## src/rtl/dds_output_preprocessor_if.sv

```systemverilog
// Bus between the PID-to-DDS preprocessor and its environment: sample input,
// configuration load, DDS completion and the per-field tuning word outputs.
interface dds_output_preprocessor_if #(
    parameter int W_IN   = 18,
    parameter int W_MULT = 16,
    parameter int W_OUT  = 48
);
    logic signed [W_IN-1:0]   data_in;
    logic                     data_dv_in;
    logic [1:0]               chan_sel_in;
    logic signed [W_MULT-1:0] mult_in;
    logic [5:0]               rshift_in;
    logic [W_OUT-1:0]         init_in;
    logic [W_OUT-1:0]         min_in;
    logic [W_OUT-1:0]         max_in;
    logic                     cfg_wr_in;
    logic                     dds_done_in;
    logic [47:0]              freq_out;
    logic                     freq_dv_out;
    logic [13:0]              phase_out;
    logic                     phase_dv_out;
    logic [9:0]               amp_out;
    logic                     amp_dv_out;
    logic                     busy_out;

    modport master (
        output data_in, data_dv_in, chan_sel_in, mult_in, rshift_in,
               init_in, min_in, max_in, cfg_wr_in, dds_done_in,
        input  freq_out, freq_dv_out, phase_out, phase_dv_out,
               amp_out, amp_dv_out, busy_out
    );

    modport slave (
        input  data_in, data_dv_in, chan_sel_in, mult_in, rshift_in,
               init_in, min_in, max_in, cfg_wr_in, dds_done_in,
        output freq_out, freq_dv_out, phase_out, phase_dv_out,
               amp_out, amp_dv_out, busy_out
    );
endinterface

```

## src/rtl/dds_output_preprocessor.sv

```systemverilog
// Scales signed PID samples into clamped DDS tuning words and paces them against dds_done.
// Optional macro OPP_ACCUM_EN: integrate each clamped result into an accumulator used as base.
//
// state        | meaning
// ST_IDLE      | waiting for a new sample or a pending one
// ST_CALC1     | multiply sample by gain
// ST_CALC2     | arithmetic right shift, sign-extend
// ST_CALC3     | add base, clamp to [min,max]
// ST_SEND      | register selected field, pulse its dv
// ST_WAIT_DONE | hold off until dds_done or timeout
module dds_output_preprocessor #(
    parameter int W_IN     = 18,
    parameter int W_MULT   = 16,
    parameter int W_OUT    = 48,
    parameter int DONE_TMO = 255
) (
    input  logic                        clk_in,
    input  logic                        reset_in,
    dds_output_preprocessor_if.slave    bus
);
    localparam int W_PROD = W_IN + W_MULT;
    localparam int W_SUM  = W_OUT + 2;
    localparam int W_TMO  = $clog2(DONE_TMO + 1);

    typedef enum logic [2:0] {
        ST_IDLE,
        ST_CALC1,
        ST_CALC2,
        ST_CALC3,
        ST_SEND,
        ST_WAIT_DONE
    } state_t;

    state_t                    r_state;
    state_t                    w_state_nxt;
    logic                      w_start;
    logic                      w_take_pend;
    logic signed [W_IN-1:0]    w_sel_data;

    logic signed [W_MULT-1:0]  r_mult;
    logic [5:0]                r_rshift;
    logic [W_OUT-1:0]          r_init;
    logic [W_OUT-1:0]          r_min;
    logic [W_OUT-1:0]          r_max;

    logic signed [W_IN-1:0]    r_pend_data;
    logic                      r_pend_vld;
    logic signed [W_IN-1:0]    r_data;
    logic [1:0]                r_chan;
    logic signed [W_PROD-1:0]  r_prod;
    logic signed [W_SUM-1:0]   r_sc;
    logic [W_OUT-1:0]          r_result;
    logic [W_TMO-1:0]          r_tmo_cnt;

    logic [W_OUT-1:0]          w_base;
    logic signed [W_SUM-1:0]   w_sum;
    logic [W_OUT-1:0]          w_clamp;

    logic [47:0]               r_freq;
    logic [13:0]               r_phase;
    logic [9:0]                r_amp;
    logic                      r_freq_dv;
    logic                      r_phase_dv;
    logic                      r_amp_dv;

`ifdef OPP_ACCUM_EN
    logic [W_OUT-1:0]          r_acc;

    always_ff @(posedge clk_in) begin
        if (reset_in) begin
            r_acc <= '0;
        end else if (bus.cfg_wr_in) begin
            r_acc <= bus.init_in;
        end else if (r_state == ST_CALC3) begin
            r_acc <= w_clamp;
        end
    end

    assign w_base = r_acc;
`else
    assign w_base = r_init;
`endif

    always_ff @(posedge clk_in) begin
        if (reset_in) begin
            r_state <= ST_IDLE;
        end else begin
            r_state <= w_state_nxt;
        end
    end

    always_comb begin
        w_state_nxt = r_state;
        w_start     = 1'b0;
        w_take_pend = 1'b0;
        case (r_state)
            ST_IDLE: begin
                // Pending sample goes first; a concurrent new sample then refills the slot.
                if (r_pend_vld || bus.data_dv_in) begin
                    w_start     = 1'b1;
                    w_take_pend = r_pend_vld;
                    if (bus.chan_sel_in != 2'd3) begin
                        w_state_nxt = ST_CALC1;
                    end
                end
            end
            ST_CALC1:     w_state_nxt = ST_CALC2;
            ST_CALC2:     w_state_nxt = ST_CALC3;
            ST_CALC3:     w_state_nxt = ST_SEND;
            ST_SEND:      w_state_nxt = ST_WAIT_DONE;
            ST_WAIT_DONE: begin
                if (bus.dds_done_in || (r_tmo_cnt == '0)) begin
                    w_state_nxt = ST_IDLE;
                end
            end
            default:      w_state_nxt = ST_IDLE;
        endcase
    end

    assign w_sel_data = w_take_pend ? r_pend_data : bus.data_in;

    always_ff @(posedge clk_in) begin
        if (reset_in) begin
            r_mult   <= W_MULT'(1);
            r_rshift <= '0;
            r_init   <= '0;
            r_min    <= '0;
            r_max    <= '1;
        end else if (bus.cfg_wr_in) begin
            r_mult   <= bus.mult_in;
            r_rshift <= bus.rshift_in;
            r_init   <= bus.init_in;
            r_min    <= bus.min_in;
            r_max    <= bus.max_in;
        end
    end

    always_ff @(posedge clk_in) begin
        if (reset_in) begin
            r_pend_data <= '0;
            r_pend_vld  <= 1'b0;
        end else if (bus.cfg_wr_in) begin
            r_pend_vld  <= 1'b0;
        end else if (bus.data_dv_in && ((r_state != ST_IDLE) || r_pend_vld)) begin
            r_pend_data <= bus.data_in;
            r_pend_vld  <= 1'b1;
        end else if (w_take_pend) begin
            r_pend_vld  <= 1'b0;
        end
    end

    always_comb begin
        w_sum = $signed({2'b00, w_base}) + r_sc;
        if (r_min > r_max) begin
            w_clamp = r_min;
        end else if (w_sum < $signed({2'b00, r_min})) begin
            w_clamp = r_min;
        end else if (w_sum > $signed({2'b00, r_max})) begin
            w_clamp = r_max;
        end else begin
            w_clamp = w_sum[W_OUT-1:0];
        end
    end

    always_ff @(posedge clk_in) begin
        if (reset_in) begin
            r_data     <= '0;
            r_chan     <= '0;
            r_prod     <= '0;
            r_sc       <= '0;
            r_result   <= '0;
            r_tmo_cnt  <= '0;
            r_freq     <= '0;
            r_phase    <= '0;
            r_amp      <= '0;
            r_freq_dv  <= 1'b0;
            r_phase_dv <= 1'b0;
            r_amp_dv   <= 1'b0;
        end else begin
            r_freq_dv  <= 1'b0;
            r_phase_dv <= 1'b0;
            r_amp_dv   <= 1'b0;
            if (w_start) begin
                r_data <= w_sel_data;
                r_chan <= bus.chan_sel_in;
            end
            case (r_state)
                ST_CALC1: r_prod   <= W_PROD'(r_data) * W_PROD'(r_mult);
                ST_CALC2: r_sc     <= W_SUM'(r_prod >>> r_rshift);
                ST_CALC3: r_result <= w_clamp;
                ST_SEND: begin
                    r_tmo_cnt <= W_TMO'(DONE_TMO - 1);
                    case (r_chan)
                        2'd0: begin
                            r_freq    <= r_result[47:0];
                            r_freq_dv <= 1'b1;
                        end
                        2'd1: begin
                            r_phase    <= r_result[13:0];
                            r_phase_dv <= 1'b1;
                        end
                        2'd2: begin
                            r_amp    <= r_result[9:0];
                            r_amp_dv <= 1'b1;
                        end
                        default: ;
                    endcase
                end
                ST_WAIT_DONE: begin
                    if (r_tmo_cnt != '0) begin
                        r_tmo_cnt <= r_tmo_cnt - W_TMO'(1);
                    end
                end
                default: ;
            endcase
        end
    end

    assign bus.freq_out     = r_freq;
    assign bus.freq_dv_out  = r_freq_dv;
    assign bus.phase_out    = r_phase;
    assign bus.phase_dv_out = r_phase_dv;
    assign bus.amp_out      = r_amp;
    assign bus.amp_dv_out   = r_amp_dv;
    assign bus.busy_out     = (r_state != ST_IDLE);
endmodule

```

## src/flat_wrapper.sv

```systemverilog
// flat-port wrapper written by rule: the top's interface ports become plain ports
module dds_output_preprocessor_flat 
#(
    parameter int W_IN     = 18,
    parameter int W_MULT   = 16,
    parameter int W_OUT    = 48,
    parameter int DONE_TMO = 255
)
  (clk_in, reset_in, bus_data_in, bus_data_dv_in, bus_chan_sel_in, bus_mult_in, bus_rshift_in, bus_init_in, bus_min_in, bus_max_in, bus_cfg_wr_in, bus_dds_done_in, bus_freq_out, bus_freq_dv_out, bus_phase_out, bus_phase_dv_out, bus_amp_out, bus_amp_dv_out, bus_busy_out);
  dds_output_preprocessor_if #(.W_IN(W_IN), .W_MULT(W_MULT), .W_OUT(W_OUT)) bus_i ();
  input  logic clk_in;
  input  logic reset_in;
  input wire logic [$bits(bus_i.data_in)-1:0] bus_data_in;
  input wire logic [$bits(bus_i.data_dv_in)-1:0] bus_data_dv_in;
  input wire logic [$bits(bus_i.chan_sel_in)-1:0] bus_chan_sel_in;
  input wire logic [$bits(bus_i.mult_in)-1:0] bus_mult_in;
  input wire logic [$bits(bus_i.rshift_in)-1:0] bus_rshift_in;
  input wire logic [$bits(bus_i.init_in)-1:0] bus_init_in;
  input wire logic [$bits(bus_i.min_in)-1:0] bus_min_in;
  input wire logic [$bits(bus_i.max_in)-1:0] bus_max_in;
  input wire logic [$bits(bus_i.cfg_wr_in)-1:0] bus_cfg_wr_in;
  input wire logic [$bits(bus_i.dds_done_in)-1:0] bus_dds_done_in;
  output wire logic [$bits(bus_i.freq_out)-1:0] bus_freq_out;
  output wire logic [$bits(bus_i.freq_dv_out)-1:0] bus_freq_dv_out;
  output wire logic [$bits(bus_i.phase_out)-1:0] bus_phase_out;
  output wire logic [$bits(bus_i.phase_dv_out)-1:0] bus_phase_dv_out;
  output wire logic [$bits(bus_i.amp_out)-1:0] bus_amp_out;
  output wire logic [$bits(bus_i.amp_dv_out)-1:0] bus_amp_dv_out;
  output wire logic [$bits(bus_i.busy_out)-1:0] bus_busy_out;
  assign bus_i.data_in = bus_data_in;
  assign bus_i.data_dv_in = bus_data_dv_in;
  assign bus_i.chan_sel_in = bus_chan_sel_in;
  assign bus_i.mult_in = bus_mult_in;
  assign bus_i.rshift_in = bus_rshift_in;
  assign bus_i.init_in = bus_init_in;
  assign bus_i.min_in = bus_min_in;
  assign bus_i.max_in = bus_max_in;
  assign bus_i.cfg_wr_in = bus_cfg_wr_in;
  assign bus_i.dds_done_in = bus_dds_done_in;
  assign bus_freq_out = bus_i.freq_out;
  assign bus_freq_dv_out = bus_i.freq_dv_out;
  assign bus_phase_out = bus_i.phase_out;
  assign bus_phase_dv_out = bus_i.phase_dv_out;
  assign bus_amp_out = bus_i.amp_out;
  assign bus_amp_dv_out = bus_i.amp_dv_out;
  assign bus_busy_out = bus_i.busy_out;
  dds_output_preprocessor #(.W_IN(W_IN), .W_MULT(W_MULT), .W_OUT(W_OUT), .DONE_TMO(DONE_TMO)) u_core (.clk_in(clk_in), .reset_in(reset_in), .bus(bus_i));
endmodule
```

## config.mk

```make
export PLATFORM = sky130hd
export DESIGN_NAME = dds_output_preprocessor_flat
export DESIGN_NICKNAME = d
export VERILOG_FILES = /design/src/rtl/dds_output_preprocessor_if.sv /design/src/rtl/dds_output_preprocessor.sv /design/src/flat_wrapper.sv
export SDC_FILE = /design/constraint.sdc
export NUM_CORES = 2
export LEC_CHECK = 0
export ABC_CLOCK_PERIOD_IN_PS = 6200
export CAP_MARGIN = 40
export CORE_MARGIN = 2
export CORE_UTILIZATION = 25
export DETAILED_ROUTE_END_ITERATION = 6
export GPL_TIMING_DRIVEN = 0
export PLACE_DENSITY = 0.45
export SETUP_SLACK_MARGIN = 0.4
export SLEW_MARGIN = 20
export SYNTH_ARGS = -nofsm -noshare
export SYNTH_HDL_FRONTEND = slang
export SYNTH_SLANG_ARGS = --single-unit
```

## constraint.sdc

```tcl
create_clock -name clk_in -period 6.2 [get_ports clk_in]
set_clock_uncertainty 0.05 [all_clocks]
set_input_delay 1.55 -clock clk_in [delete_from_list [all_inputs] [get_ports clk_in]]
set_output_delay 1.55 -clock clk_in [all_outputs]
set_load 0.02 [all_outputs]
```

==> summary.txt <==
Yosys
  – Most instantiated cells after synthesis: nand2_1 (596), inv_1 (489), dfxtp_1 (407)
  – Post-synth design cell area: 34200 µm²
  – Synth Area per Inst: 8.44 µm²
  – Sequential share of the synthesized area: 23.8%
  – Post-Synth XOR/XNOR Area: 2.15%
  – Number of flops mapped to enable cells by yosys: 0
  – Synth area leader: dfxtp_1
  – Mux cell area share after synthesis: 7.32%
  – Yosys reg bits: 407
  – Most common cell in the netlist: nand2_1
  – YS warnings: 0
  – Cell count after synthesis: 4051
  – Top FF cell, synth: dfxtp_1
  – Adder and majority cell fraction of the synthesized area: 27.3%
  – Top-area cell type share of the netlist area: 23.8%
  – Count of different cell masters after synthesis: 76
  – Largest family of logic cells by synthesized area: adder cells
  – Compound-gate portion of the synthesized area: 15.0%
  – Synth top area cells: dfxtp_1 (24%), fa_1 (17%), ha_1 (10%)
  – Synth async-reset ratio: 0%
  – Simple-Gate Fraction of Synth Area: 16.3%
  – Mapped Nets: 4813

Global route
  – Antenna violations before repair: 11
  – Gr usage total: 18.2%
  – Largest net degree at the start of global routing: 16
  – Vias in the first global route: 30198
  – Remaining Overflow, GRT: 0
  – First-pass GRT wire length: 194 mm

Clocking
  – CTS tree: done
  – Hold-fix buffers at CTS: 0
  – Clk Latency, worst-skew pair: 0.66 ns
  – CTS Sinks: 407
  – Root buf cell: clkbuf_16
  – Worst-path clk slew: 0.06 ns
  – CTS H-Tree Depth: 2
  – Inserted Clock Buffers: 48
  – CTS Buffer Depth: 3

Die
  – Die area: 140000 µm²
  – I/O Pins: 267
  – Die Height: 374 µm
  – Core region area: 136000 µm²
  – Die Span X: 374 µm
  – Starting Density: 25.2%
  – # rows: 135

STA
  – Final Max Tran Viols: 0
  – Final setup margin: -0.0553 ns
  – Slew @ Worst Pin: 0.864 ns
  – Min Hold Slack: 0.393 ns
  – Setup violators final: 2
  – Final min period: 6.26 ns
  – Crit share post-route: 101%
  – Fmax: 160 MHz
  – Final hold vios: 0
  – Setup TNS: -0.0895 ns
  – RSZ-0062 raised after global routing: yes
  – Slew HR: 42.0%

Detailed routing
  – Drt total wl: 130 mm
  – Routed len/inst: 20.4 µm
  – Post-route DRC: 0
  – Routed via count: 29999
  – Iteration-0 DRC Markers: 1947
  – DRT antenna net count: 0
  – Pre-antenna DRT Iters: 6
  – Vias per cell: 4.74

Critical path
  – CP Buf/Inv Count: 5
  – Max FO, Critical Path: 10
  – Worst-path cell with the longest stage delay: fa_1
  – Setup Crit Path Kind: flop to flop
  – Worst r2r path cells: 23
  – Reg-to-Reg Start: u_core.r_data[11]$_SDFFE_PP0P_
  – R2R Setup Slk: -0.06 ns
  – CP arrival: 6.75 ns
  – Cell family with most CP delay: adder cells
  – CP cell instances: clkbuf_16 -> nand2_1 -> fa_1 -> fa_1 -> fa_1 -> inv_1 -> fa_2 -> fa_1 -> inv_1 -> fa_1 -> inv_1 -> ha_4 -> a21o_1 -> a221oi_2 -> o21a_2 -> buf_6 -> o21ai_4 -> a21oi_2 -> o21ai_2 -> a311oi_2 -> xnor2_1 -> nand2_1 -> a21oi_2
  – Slowest Stage Delay on Critical Path: 0.57 ns
  – Origin of the worst setup path: u_core.r_data[11]$_SDFFE_PP0P_
  – Critical Path End Type: flop
  – Setup crit end: u_core.r_prod[25]$_SDFFE_PP0P_
  – Crit path depth: 23
  – Critical path's most frequent cell: fa_1
  – CP startpoint kind: flop
  – Reg-to-Reg End: u_core.r_prod[25]$_SDFFE_PP0P_
  – CP required: 6.69 ns

Run status
  – Status: complete, but fails checks
  – Failing checks: negative setup slack

Finish
  – Non-Filler Cell Area, Final: 44200 µm²
  – Nets: 5275
  – Area grow syn2layout: 29.2%
  – Share of cells above drive strength 1: 13.7%
  – Final core occ: 32.6%

Hold path
  – Hold Crit Class: flop to flop

Placed design
  – Area post-placement: 39800 µm²
  – Post-DP HPWL: 104 mm
  – # port buffers: 265
  – DP Worst Slack: -1.11 ns
  – GP Congestion: 0.896

Pwr
  – Lkg Pwr: 19.8 nW
  – P per Cell Area: 253 nW/µm²
  – VDD IR max: 0.237 mV

Flow run
  – Max-cap viol count: 0
where the power goes:
group	total, mW	internal (mW)	switching (mW)
Combinational	4.87	2.13	2.74
Clock	3.31	1.99	1.32
Sequential	3.01	2.80	0.213
stage by stage:
stage / std cells / power, mW
after global routing: 6333 / 11.9
after global placement: 6097 / 7.21
after detailed placement: 6112 / 7.22
after floorplan: 4051 / 5.94
after CTS: 6278 / 11.0
final: 6334 / 11.2
cell usage in the layout, fill, tap and decap left out, drive strengths merged, types with 26 or more instances in the layout:
master         netlist  routed
clkdlybuf4s50        0     265
a21o                70      70
ha                 280     280
xor2                27      27
o21ai              104     104
inv                489     490
nand3               26      26
xnor2               57      57
o21a                26      26
nor3                38      38
o211ai              75      75
a21oi              307     307
fa                 291     291
nand2              596     596
a211oi              44      44
nor2               333     333
dfxtp              407     407
o221ai              51      51
mux2i              207     207
nand4               43      43
clkbuf             183     240
buf                 38     191
and2               148     148
flip-flops by register name, indices dropped and copies added (netlist names), 2 cells and up:
signal                cells
u_core.r_init            48
u_core.r_min             48
u_core.r_sc              34
u_core.bus.phase_out     14
u_core.r_pend_data       18
u_core.r_tmo_cnt          8
u_core.r_result          48
u_core.bus.amp_out       10
u_core.r_chan             2
u_core.r_max             48
u_core.r_rshift           6
u_core.r_data            18
u_core.r_state            3
u_core.bus.freq_out      48
u_core.r_mult            16
u_core.r_prod            34
logic make-up (layout without fill, tap and decap cells):
logic type	Yosys count	in the layout
xor+xnor	84	84
fa+ha+maj	571	571
buf+inv	712	1213
flops	407	407
mux	229	229
simple gates	1267	1267
compound gates	781	781
other cells	0	1
tightest hold or removal path: cells and delay by family, from the launching register on:
family / cells / cell delay [ns]
flip-flops: 1 / 0.31
AND/OR/NAND/NOR: 1 / 0.06
AO/OA/AOI/OAI: 1 / 0.05
worst min-delay path by stage:
stage	startpoint	to	cells past startpoint
final	u_core.r_result[22]$_SDFFE_PP0N_	u_core.bus.freq_out[22]$_SDFFE_PP0P_	2
after global placement	u_core.r_result[40]$_SDFFE_PP0N_	u_core.bus.freq_out[40]$_SDFFE_PP0P_	2
after CTS	u_core.r_result[22]$_SDFFE_PP0N_	u_core.bus.freq_out[22]$_SDFFE_PP0P_	2
after detailed placement	u_core.r_result[28]$_SDFFE_PP0N_	u_core.bus.freq_out[28]$_SDFFE_PP0P_	2
after global routing	u_core.bus.freq_out[1]$_SDFFE_PP0P_	u_core.bus.freq_out[1]$_SDFFE_PP0P_	2
after floorplan	u_core.r_pend_data[17]$_SDFFE_PP0P_	u_core.r_pend_data[17]$_SDFFE_PP0P_	2
layer usage:
metal / share of wire, % / GRT usage [%]
met1: 49 / 26.1
met5: 0.038 / 0
met4: 2.1 / 3.35
met2: 45 / 29.7
met3: 4.0 / 1.88
layout make-up:
type | instances | area, µm²
multi-input cells | 2932 | 24600
diodes | 1 | 2.50
clock inverters | 26 | 492
repair buffers | 412 | 3910
flip-flops and latches | 407 | 8240
well taps | 1781 | 2230
clock buffers | 63 | 1330
fillers | 14295 | 91500
inverters | 491 | 1850
plain buffers | 221 | 1570
what timing repair did:
| action | 4_1_cts | 5_1_grt |
|---|---|---|
| resized for setup | 215 | 162 |
| setup buffers | 77 | 49 |
| pin swaps | 110 | 97 |
| setup endpoints to repair | 71 | 69 |
No activity file was read; power rests on OpenSTA's default activity.
